==> src/rtl/jtdsp16_pkg.sv <==
`default_nettype none
// +----------------------------------------------------------------------+
// | jtdsp16_pkg : shared types and constants for the DSP16 cache slice   |
// | Revision 1.0                                                          |
// +----------------------------------------------------------------------+
package jtdsp16_pkg;

    typedef enum logic [1:0] {
        ST_IDLE = 2'd0,
        ST_LOAD = 2'd1,
        ST_LOOP = 2'd2
    } state_t;

    localparam int CACHE_DEPTH = 15;
    localparam int KW          = 7;
    localparam int NIW         = 4;

endpackage
`default_nettype wire

==> src/rtl/jtdsp16_cache_ctrl_if.sv <==
`default_nettype none
// +----------------------------------------------------------------------+
// | jtdsp16_cache_ctrl_if : decoder/ROM side bus of the cache sequencer  |
// | Revision 1.0                                                          |
// +----------------------------------------------------------------------+
interface jtdsp16_cache_ctrl_if #(
    parameter int IW = 16
);
    import jtdsp16_pkg::*;

    logic           cen;
    logic           do_en;
    logic           redo_en;
    logic [NIW-1:0] ni;
    logic [KW-1:0]  k;
    logic [IW-1:0]  rom_dout;
    logic [IW-1:0]  cache_dout;
    logic           cache_sel;
    logic           pc_hold;
    logic           busy;
    logic           err;

    modport master (
        output cen, do_en, redo_en, ni, k, rom_dout,
        input  cache_dout, cache_sel, pc_hold, busy, err
    );

    modport slave (
        input  cen, do_en, redo_en, ni, k, rom_dout,
        output cache_dout, cache_sel, pc_hold, busy, err
    );

endinterface
`default_nettype wire

==> src/rtl/jtdsp16_cache_mem.sv <==
`default_nettype none
// +----------------------------------------------------------------------+
// | jtdsp16_cache_mem : DEPTH x IW register file, sync write, async read |
// | Revision 1.0                                                          |
// +----------------------------------------------------------------------+
module jtdsp16_cache_mem #(
    parameter int DEPTH = 15,
    parameter int IW    = 16,
    parameter int AW    = 4
) (
    input  logic          clk,
    input  logic          cen,
    input  logic          we,
    input  logic [AW-1:0] waddr,
    input  logic [IW-1:0] din,
    input  logic [AW-1:0] raddr,
    output logic [IW-1:0] dout
);

    localparam logic [AW-1:0] LAST = AW'(DEPTH - 1);

    logic [IW-1:0] mem [DEPTH];

    // Contents are never cleared; the controller's valid flag guards them.
    always_ff @(posedge clk) begin
        if (cen && we && (waddr <= LAST)) begin
            mem[waddr] <= din;
        end
    end

    assign dout = (raddr <= LAST) ? mem[raddr] : '0;

endmodule
`default_nettype wire

==> src/rtl/jtdsp16_cache_ctrl.sv <==
`default_nettype none
// +----------------------------------------------------------------------+
// | jtdsp16_cache_ctrl : do/redo loop sequencer for the DSP16 I-cache    |
// | Revision 1.0                                                          |
// +----------------------------------------------------------------------+
module jtdsp16_cache_ctrl
    import jtdsp16_pkg::*;
#(
    parameter int DEPTH = CACHE_DEPTH,
    parameter int IW    = 16
) (
    input  logic                  clk,
    input  logic                  rst,
    jtdsp16_cache_ctrl_if.slave   bus
);

    state_t         state, state_nx;
    logic [NIW-1:0] wr_ptr, wr_ptr_nx;
    logic [NIW-1:0] rd_ptr, rd_ptr_nx;
    logic [NIW-1:0] ni_r, ni_nx;
    logic [KW-1:0]  cnt, cnt_nx;
    logic           cache_valid, valid_nx;
    logic           err_r, err_nx;
    logic           mem_we;
    logic           do_ok;
    logic           redo_ok;
    logic           req;
    logic [IW-1:0]  mem_rdata;

    assign req     = bus.do_en | bus.redo_en;
    assign do_ok   = (bus.ni != '0) && (bus.k != '0);
    assign redo_ok = cache_valid && (bus.k != '0);

    always_ff @(posedge clk or negedge rst) begin
        if (!rst) begin
            state       <= ST_IDLE;
            wr_ptr      <= '0;
            rd_ptr      <= '0;
            ni_r        <= '0;
            cnt         <= '0;
            cache_valid <= 1'b0;
            err_r       <= 1'b0;
        end else if (bus.cen) begin
            state       <= state_nx;
            wr_ptr      <= wr_ptr_nx;
            rd_ptr      <= rd_ptr_nx;
            ni_r        <= ni_nx;
            cnt         <= cnt_nx;
            cache_valid <= valid_nx;
            err_r       <= err_nx;
        end
    end

    always_comb begin
        state_nx  = state;
        wr_ptr_nx = wr_ptr;
        rd_ptr_nx = rd_ptr;
        ni_nx     = ni_r;
        cnt_nx    = cnt;
        valid_nx  = cache_valid;
        err_nx    = 1'b0;
        mem_we    = 1'b0;
        case (state)
            ST_IDLE: begin
                if (bus.do_en) begin
                    if (do_ok) begin
                        ni_nx     = bus.ni;
                        cnt_nx    = bus.k - 1'b1;
                        wr_ptr_nx = '0;
                        valid_nx  = 1'b0;
                        state_nx  = ST_LOAD;
                    end else begin
                        err_nx = 1'b1;
                    end
                end else if (bus.redo_en) begin
                    // cnt counts remaining replay passes; redo replays all k
                    if (redo_ok) begin
                        cnt_nx    = bus.k;
                        rd_ptr_nx = '0;
                        state_nx  = ST_LOOP;
                    end else begin
                        err_nx = 1'b1;
                    end
                end
            end
            ST_LOAD: begin
                err_nx    = req;
                mem_we    = 1'b1;
                wr_ptr_nx = wr_ptr + 1'b1;
                if (wr_ptr == ni_r - 1'b1) begin
                    valid_nx = 1'b1;
                    if (cnt == '0) begin
                        state_nx = ST_IDLE;
                    end else begin
                        rd_ptr_nx = '0;
                        state_nx  = ST_LOOP;
                    end
                end
            end
            ST_LOOP: begin
                err_nx = req;
                if (rd_ptr == ni_r - 1'b1) begin
                    rd_ptr_nx = '0;
                    cnt_nx    = cnt - 1'b1;
                    if (cnt == KW'(1)) begin
                        state_nx = ST_IDLE;
                    end
                end else begin
                    rd_ptr_nx = rd_ptr + 1'b1;
                end
            end
            default: begin
                state_nx = ST_IDLE;
            end
        endcase
    end

    jtdsp16_cache_mem #(
        .DEPTH (DEPTH),
        .IW    (IW),
        .AW    (NIW)
    ) u_mem (
        .clk   (clk),
        .cen   (bus.cen),
        .we    (mem_we),
        .waddr (wr_ptr),
        .din   (bus.rom_dout),
        .raddr (rd_ptr),
        .dout  (mem_rdata)
    );

    assign bus.busy       = (state != ST_IDLE);
    assign bus.cache_sel  = (state == ST_LOOP);
    assign bus.pc_hold    = (state == ST_LOOP);
    assign bus.cache_dout = (state == ST_LOOP) ? mem_rdata : '0;
    assign bus.err        = err_r;

endmodule
`default_nettype wire

==> src/flat_wrapper.sv <==
// flat-port wrapper written by rule: the top's interface ports become plain ports
module jtdsp16_cache_ctrl_flat import jtdsp16_pkg::*;
#(
    parameter int DEPTH = CACHE_DEPTH,
    parameter int IW    = 16
)
  (clk, rst, bus_cen, bus_do_en, bus_redo_en, bus_ni, bus_k, bus_rom_dout, bus_cache_dout, bus_cache_sel, bus_pc_hold, bus_busy, bus_err);
  jtdsp16_cache_ctrl_if #(.IW(IW)) bus_i ();
  input  logic clk;
  input  logic rst;
  input wire logic [$bits(bus_i.cen)-1:0] bus_cen;
  input wire logic [$bits(bus_i.do_en)-1:0] bus_do_en;
  input wire logic [$bits(bus_i.redo_en)-1:0] bus_redo_en;
  input wire logic [$bits(bus_i.ni)-1:0] bus_ni;
  input wire logic [$bits(bus_i.k)-1:0] bus_k;
  input wire logic [$bits(bus_i.rom_dout)-1:0] bus_rom_dout;
  output wire logic [$bits(bus_i.cache_dout)-1:0] bus_cache_dout;
  output wire logic [$bits(bus_i.cache_sel)-1:0] bus_cache_sel;
  output wire logic [$bits(bus_i.pc_hold)-1:0] bus_pc_hold;
  output wire logic [$bits(bus_i.busy)-1:0] bus_busy;
  output wire logic [$bits(bus_i.err)-1:0] bus_err;
  assign bus_i.cen = bus_cen;
  assign bus_i.do_en = bus_do_en;
  assign bus_i.redo_en = bus_redo_en;
  assign bus_i.ni = bus_ni;
  assign bus_i.k = bus_k;
  assign bus_i.rom_dout = bus_rom_dout;
  assign bus_cache_dout = bus_i.cache_dout;
  assign bus_cache_sel = bus_i.cache_sel;
  assign bus_pc_hold = bus_i.pc_hold;
  assign bus_busy = bus_i.busy;
  assign bus_err = bus_i.err;
  jtdsp16_cache_ctrl #(.DEPTH(DEPTH), .IW(IW)) u_core (.clk(clk), .rst(rst), .bus(bus_i));
endmodule
==> config.mk <==
export PLATFORM = sky130hd
export DESIGN_NAME = jtdsp16_cache_ctrl_flat
export DESIGN_NICKNAME = d
export VERILOG_FILES = /design/src/rtl/jtdsp16_pkg.sv /design/src/rtl/jtdsp16_cache_ctrl_if.sv /design/src/rtl/jtdsp16_cache_mem.sv /design/src/rtl/jtdsp16_cache_ctrl.sv /design/src/flat_wrapper.sv
export SDC_FILE = /design/constraint.sdc
export NUM_CORES = 1
export LEC_CHECK = 0
export ABC_CLOCK_PERIOD_IN_PS = 2300
export CAP_MARGIN = 15
export CORE_UTILIZATION = 35
export CTS_CLUSTER_DIAMETER = 40
export DETAILED_ROUTE_END_ITERATION = 7
export GPL_TIMING_DRIVEN = 1
export SLEW_MARGIN = 15
export SYNTH_ARGS = -nofsm -noshare
export SYNTH_HDL_FRONTEND = slang
export SYNTH_SLANG_ARGS = --single-unit
==> constraint.sdc <==
create_clock -name clk -period 2.3 [get_ports clk]
set_input_delay 0.345 -clock clk [delete_from_list [all_inputs] [get_ports clk]]
set_output_delay 0.345 -clock clk [all_outputs]
set_load 0.01 [all_outputs]
# After elaboration in Yosys (flattened, before gate mapping)
# Memories as Yosys holds them, arrays and structs flattened.
# Cells that the tools add are included.
# totals
reg_bits	23
ramBits	240
inputBits	32
out_inout_bits	20
wordCells	91
memories	1
# classes
add_sub_neg	5
magnitude_cmp	2
n_eq_ne	17
mux	39
bitwise_logic	1
reduce_logical	19
# mem_list
memory	depth	word_bits	rd	rd_clocked_by_memory_dff	write_ports	line	source
u_core.u_mem.mem	15	16	1	0	1	jtdsp16_cache_mem.sv:22	logic [IW-1:0] mem [DEPTH];
# op_table
operator	n
7-bit 2-to-1 mux	5
16-bit 2-to-1 mux	2
4-bit 2-to-1 mux	8
2-bit 2-to-1 mux	8
7-bit case mux with 2 select lines	1
7-bit AND reduction	2
7-bit by 1-bit subtractor with 7-bit output (second input constant)	2
4-bit case mux with 3 select lines	1
1-bit 2-to-1 mux	10
2-bit by 1-bit inequality test with 1-bit output (second input constant)	5
4-bit by 1-bit adder with 4-bit output (second input constant)	2
4-bit equality test	2
4-bit <= comparator (second input constant)	2
2-bit inequality test (second input constant)	4
4-bit case mux with 2 select lines	1
4-bit AND reduction	2
7-bit by 1-bit equality test with 1-bit output (second input constant)	1
7-bit zero test	1
7-bit nonzero test	1
3-bit by 2-bit inequality test with 1-bit output (second input constant)	2
2-bit case mux with 3 select lines	1
6-bit AND reduction	1
2-bit nonzero test	3
5-bit AND reduction	1
11 further kinds	15

# Longest topological paths before layout
# logic_depth
depth_word	6
ltp_mapped	9
ltp_nobuf	7

# By module
# From an unflattened synthesis, not the netlist that was laid out.
# hier_totals
hier_cells	681
hier_area_um2	11177.0
# by_module_without_submodules
module	n_inst	cells_each	area_each_um2	seq_area_each_um2
jtdsp16_cache_mem	1	473	9337.7	7206.9
jtdsp16_cache_ctrl	1	208	1839.3	575.6

# Worst setup path before layout
# No wires, ideal clock.
# synth_timing
kind	register to output
start	reg u_core.rd_ptr[0]
end	out bus_cache_dout[10]
arrival_ns	1.895
required_ns	1.955
setup_slack_ns	0.060
path_stages_with_launch	10
n_path_buf	5
path_cell_list	dfrtp_1 -> buf_2 -> buf_6 -> buf_6 -> buf_6 -> inv_1 -> ha_1 -> o41ai_4 -> buf_2 -> a211oi_1
# synth_between
elab_chain_cells	3
word_cells_on_any_way	4
classes_between	order compare (1); mux (2); memory (1)
# synth_rtl
item	line	source
from (decl)	jtdsp16_cache_ctrl.sv:19	logic [NIW-1:0] rd_ptr, rd_ptr_nx;
from (signal assigned)	jtdsp16_cache_ctrl.sv:46	rd_ptr <= rd_ptr_nx;
memory 15 x 16 bit / 4-bit <= comparator (equally long branches)	--	
16-bit 2-to-1 mux *	jtdsp16_cache_mem.sv:31	assign dout = (raddr <= LAST) ? mem[raddr] : '0;
16-bit 2-to-1 mux *	jtdsp16_cache_ctrl.sv:135	assign bus.cache_dout = (state == ST_LOOP) ? mem_rdata : '0;
to (decl)	flat_wrapper.sv:17	output wire logic [$bits(bus_i.cache_dout)-1:0] bus_cache_dout;
# Every way passes the cells marked *; elsewhere a longest branch is shown, timed or not.

# Worst setup path in the final report
# layout_timing
start	reg u_core.rd_ptr[0]
end	out bus_cache_dout[7]
# The elaborated chain is that of the path after synthesis.

==> reports/results.ini <==
[status]
outcome=complete, but fails checks
violations=negative setup slack

[yosys]
synth_cells=658
synthDistinctLibCells=61
synth_top_area_share_pct=64.1
syn_area_um2=11200
ys_ff_latch=263
synth.most_common_cell=edfxtp_1
synth_nets=705
synth_warnings=0
async_flop_share_pct=8.75
ys_dominant_reg_cell=edfxtp_1
synth_commonest_cells=edfxtp_1 (240), nand2_1 (72), mux4_2 (48)
avgSynthCellArea_um2=17.1
synth-edff-count=240
yosysTopAreaCell=edfxtp_1
ys_seq_area_share_pct=69.2
yosys-top-cells-area=edfxtp_1 (64%), mux4_2 (9.6%), dfrtp_1 (5.1%)

[clocking]
clk_latency_ps=520
cts_sinks=263
cts_root_buffer=clkbuf_16
h-tree-depth=2
cts_inserted_buffers=35
cts_buffer_depth=3
cts.clk_slew.worst_paths_ps=60
cts_tree=yes

[worst_setup_path]
cp_data_required_time_ps=1960
worstSetupPathType=reg -> out
worst_setup_path_end_kind=output pin
path_buf_inv=5
cp.arrival_ps=2430
crit_path_top_delay_cell=dfrtp_4
slowest_delay_ps=520
start_kind=flip-flop
path_cells=buf_12, buf_8, buf_12, buf_6, mux4_2, mux2i_2, a211oi_2, buf_2
crit_family=buffers and inverters
worst-path-max-fanout=6
path_common_cell=buf_12

[sta]
hold_viol_final=0
timing.final.ws_setup_ps=-475
finalCritPeriodShare_pct=121
clock_skew_ps=17.5
min_period_ps=2780
setup_viol=16
slew_violations=0
tightestPinTransition_ps=550
rsz0062_at_grt=true
clock.fmax_mhz=360
slew_headroom_pct=63.2

[place]
globalplace.congestion=0.748
portBuffers=51
pre_cts_ws_ps=-312
postPlaceCellArea_um2=13000
dpl.hpwl_um=15300

[routing]
drt-vias-per-instance=5.05
antenna_left=0
num_vias=6307
dr.pass1.iters=5
avgRoutedWirePerCell_um=20.9
drt_iter0_drc=377
drc_errors=0
routed_wl_um=26000

[power]
powerDensity_nw_per_um2=1150
leakage_nw=5.20
ir_worst_vdd_v=0.000685

[die]
core_area_um2=31600
pin_count=52
die_width_um=181
initial_core_util_pct=35.6
die_area_um2=32900
die_h_um=181
rows=65

[final_layout]
layout.nets=866
synthToLayoutAreaGrowth_pct=31.5
antenna_cells=0
multi_input_area_um2=3440
n_fill_cell=2653
fin_area_um2=14800
seqCellArea_um2=7790
drive_gt1_share_pct=35.2

[hold_path]
hold_class=in -> async

[global_routing]
gr-usage-all-layers_pct=16.3
antenna_found_initial=0
gr-total-overflow=0
grt_pass1_wl_um=40100
grt_max_degree=28
grt_pass1_vias=6634

[flow_run]
maxCapViolCount=0

[worst paths after layout]
kind                                    start            endpoint  slack [ps]  cells after the start
setup / recovery             u_core.rd_ptr[0]   bus_cache_dout[7]        -480                      8
hold / removal                            rst    u_core.wr_ptr[3]         200                      2
setup reg to reg             u_core.rd_ptr[2]       u_core.cnt[2]         240                      6
hold reg to reg            u_core.cache_valid  u_core.cache_valid         540                      1
max in group asynchronous                 rst    u_core.rd_ptr[0]        1810                      2
min in group clk                    bus_ni[0]      u_core.ni_r[0]         480                      3
[flip-flops by register name, indices dropped and copies added (netlist names)]
| name | count |
|---|---|
| u_core.bus.err | 1 |
| u_core.rd_ptr | 4 |
| u_core.wr_ptr | 4 |
| u_core.cache_valid | 1 |
| u_core.state | 2 |
| u_core.ni_r | 4 |
| u_core.u_mem.mem | 240 |
| u_core.cnt | 7 |
[timing repair]
action	CTS	global route
resized for setup	142	13
hold buffers	0	0
setup buffers	29	3
cloned	3	0
pin swaps	27	9
setup endpoints to repair	19	18
[final cells by class]
class                   instances  share of cell area, %
clock inverters                26                   2.06
inverters                      17                  0.482
flip-flops and latches        263                   52.7
multi-input cells             345                   23.3
repair buffers                157                   12.0
clock buffers                  38                   6.14
well taps                     402                   3.40
[report_power, final]
group	internal [mW]	switching, mW	total, mW	leakage, nW
combinational	3.11	2.65	5.76	2.16
clock	3.39	2.14	5.54	0.593
sequential	5.45	0.254	5.71	2.45
total	12.0	5.05	17.0	5.20
[kinds of logic after synthesis]
group / Yosys count / synth area share [%]
AND/OR/NAND/NOR: 142 / 6.33
buffers and inverters: 50 / 2.40
AO/OA/AOI/OAI: 72 / 4.61
flip-flops: 263 / 69.2
adder cells (fa/ha/maj): 15 / 1.67
multiplexers: 94 / 14.0
XOR/XNOR: 22 / 1.85
[stage by stage]
step / utilization, % / hold WS, ps / total power, mW / setup TNS, ps / instances
after CTS: 46.7 / 206 / 17.0 / -6950 / 1247
after detailed placement: 41.2 / 528 / 10.6 / -5000 / 1159
after global routing: 46.9 / 231 / 17.7 / -7650 / 1248
final: 46.9 / 197 / 17.0 / -6610 / 1248
after floorplan: - / 49.4 / 8.72 / 0 / 658
after global placement: 41.2 / 521 / 10.6 / -4530 / 1159
[placed cells by master (no fill, tap or decap), types with 13 or more instances in the layout]
cell	count
a211oi_2	13
and2_1	17
buf_12	34
buf_2	15
buf_4	56
clkbuf_16	36
clkdlybuf4s50_1	34
dfrtp_1	20
edfxtp_1	240
ha_1	13
inv_1	14
mux2i_1	30
mux4_2	48
nand2_1	67
o21ai_0	19
[routing by layer]
| layer | track usage (%) | vias to the layer above | share of wire, % |
|---|---|---|---|
| li1 | - | 2911 | - |
| met1 | 21.3 | 3232 | 44 |
| met2 | 27.8 | 124 | 50 |
| met3 | 2.50 | 40 | 4.0 |
| met4 | 5.19 | 0 | 2.0 |
| met5 | 0 | - | 0 |
(Power assumes the default switching activity.)
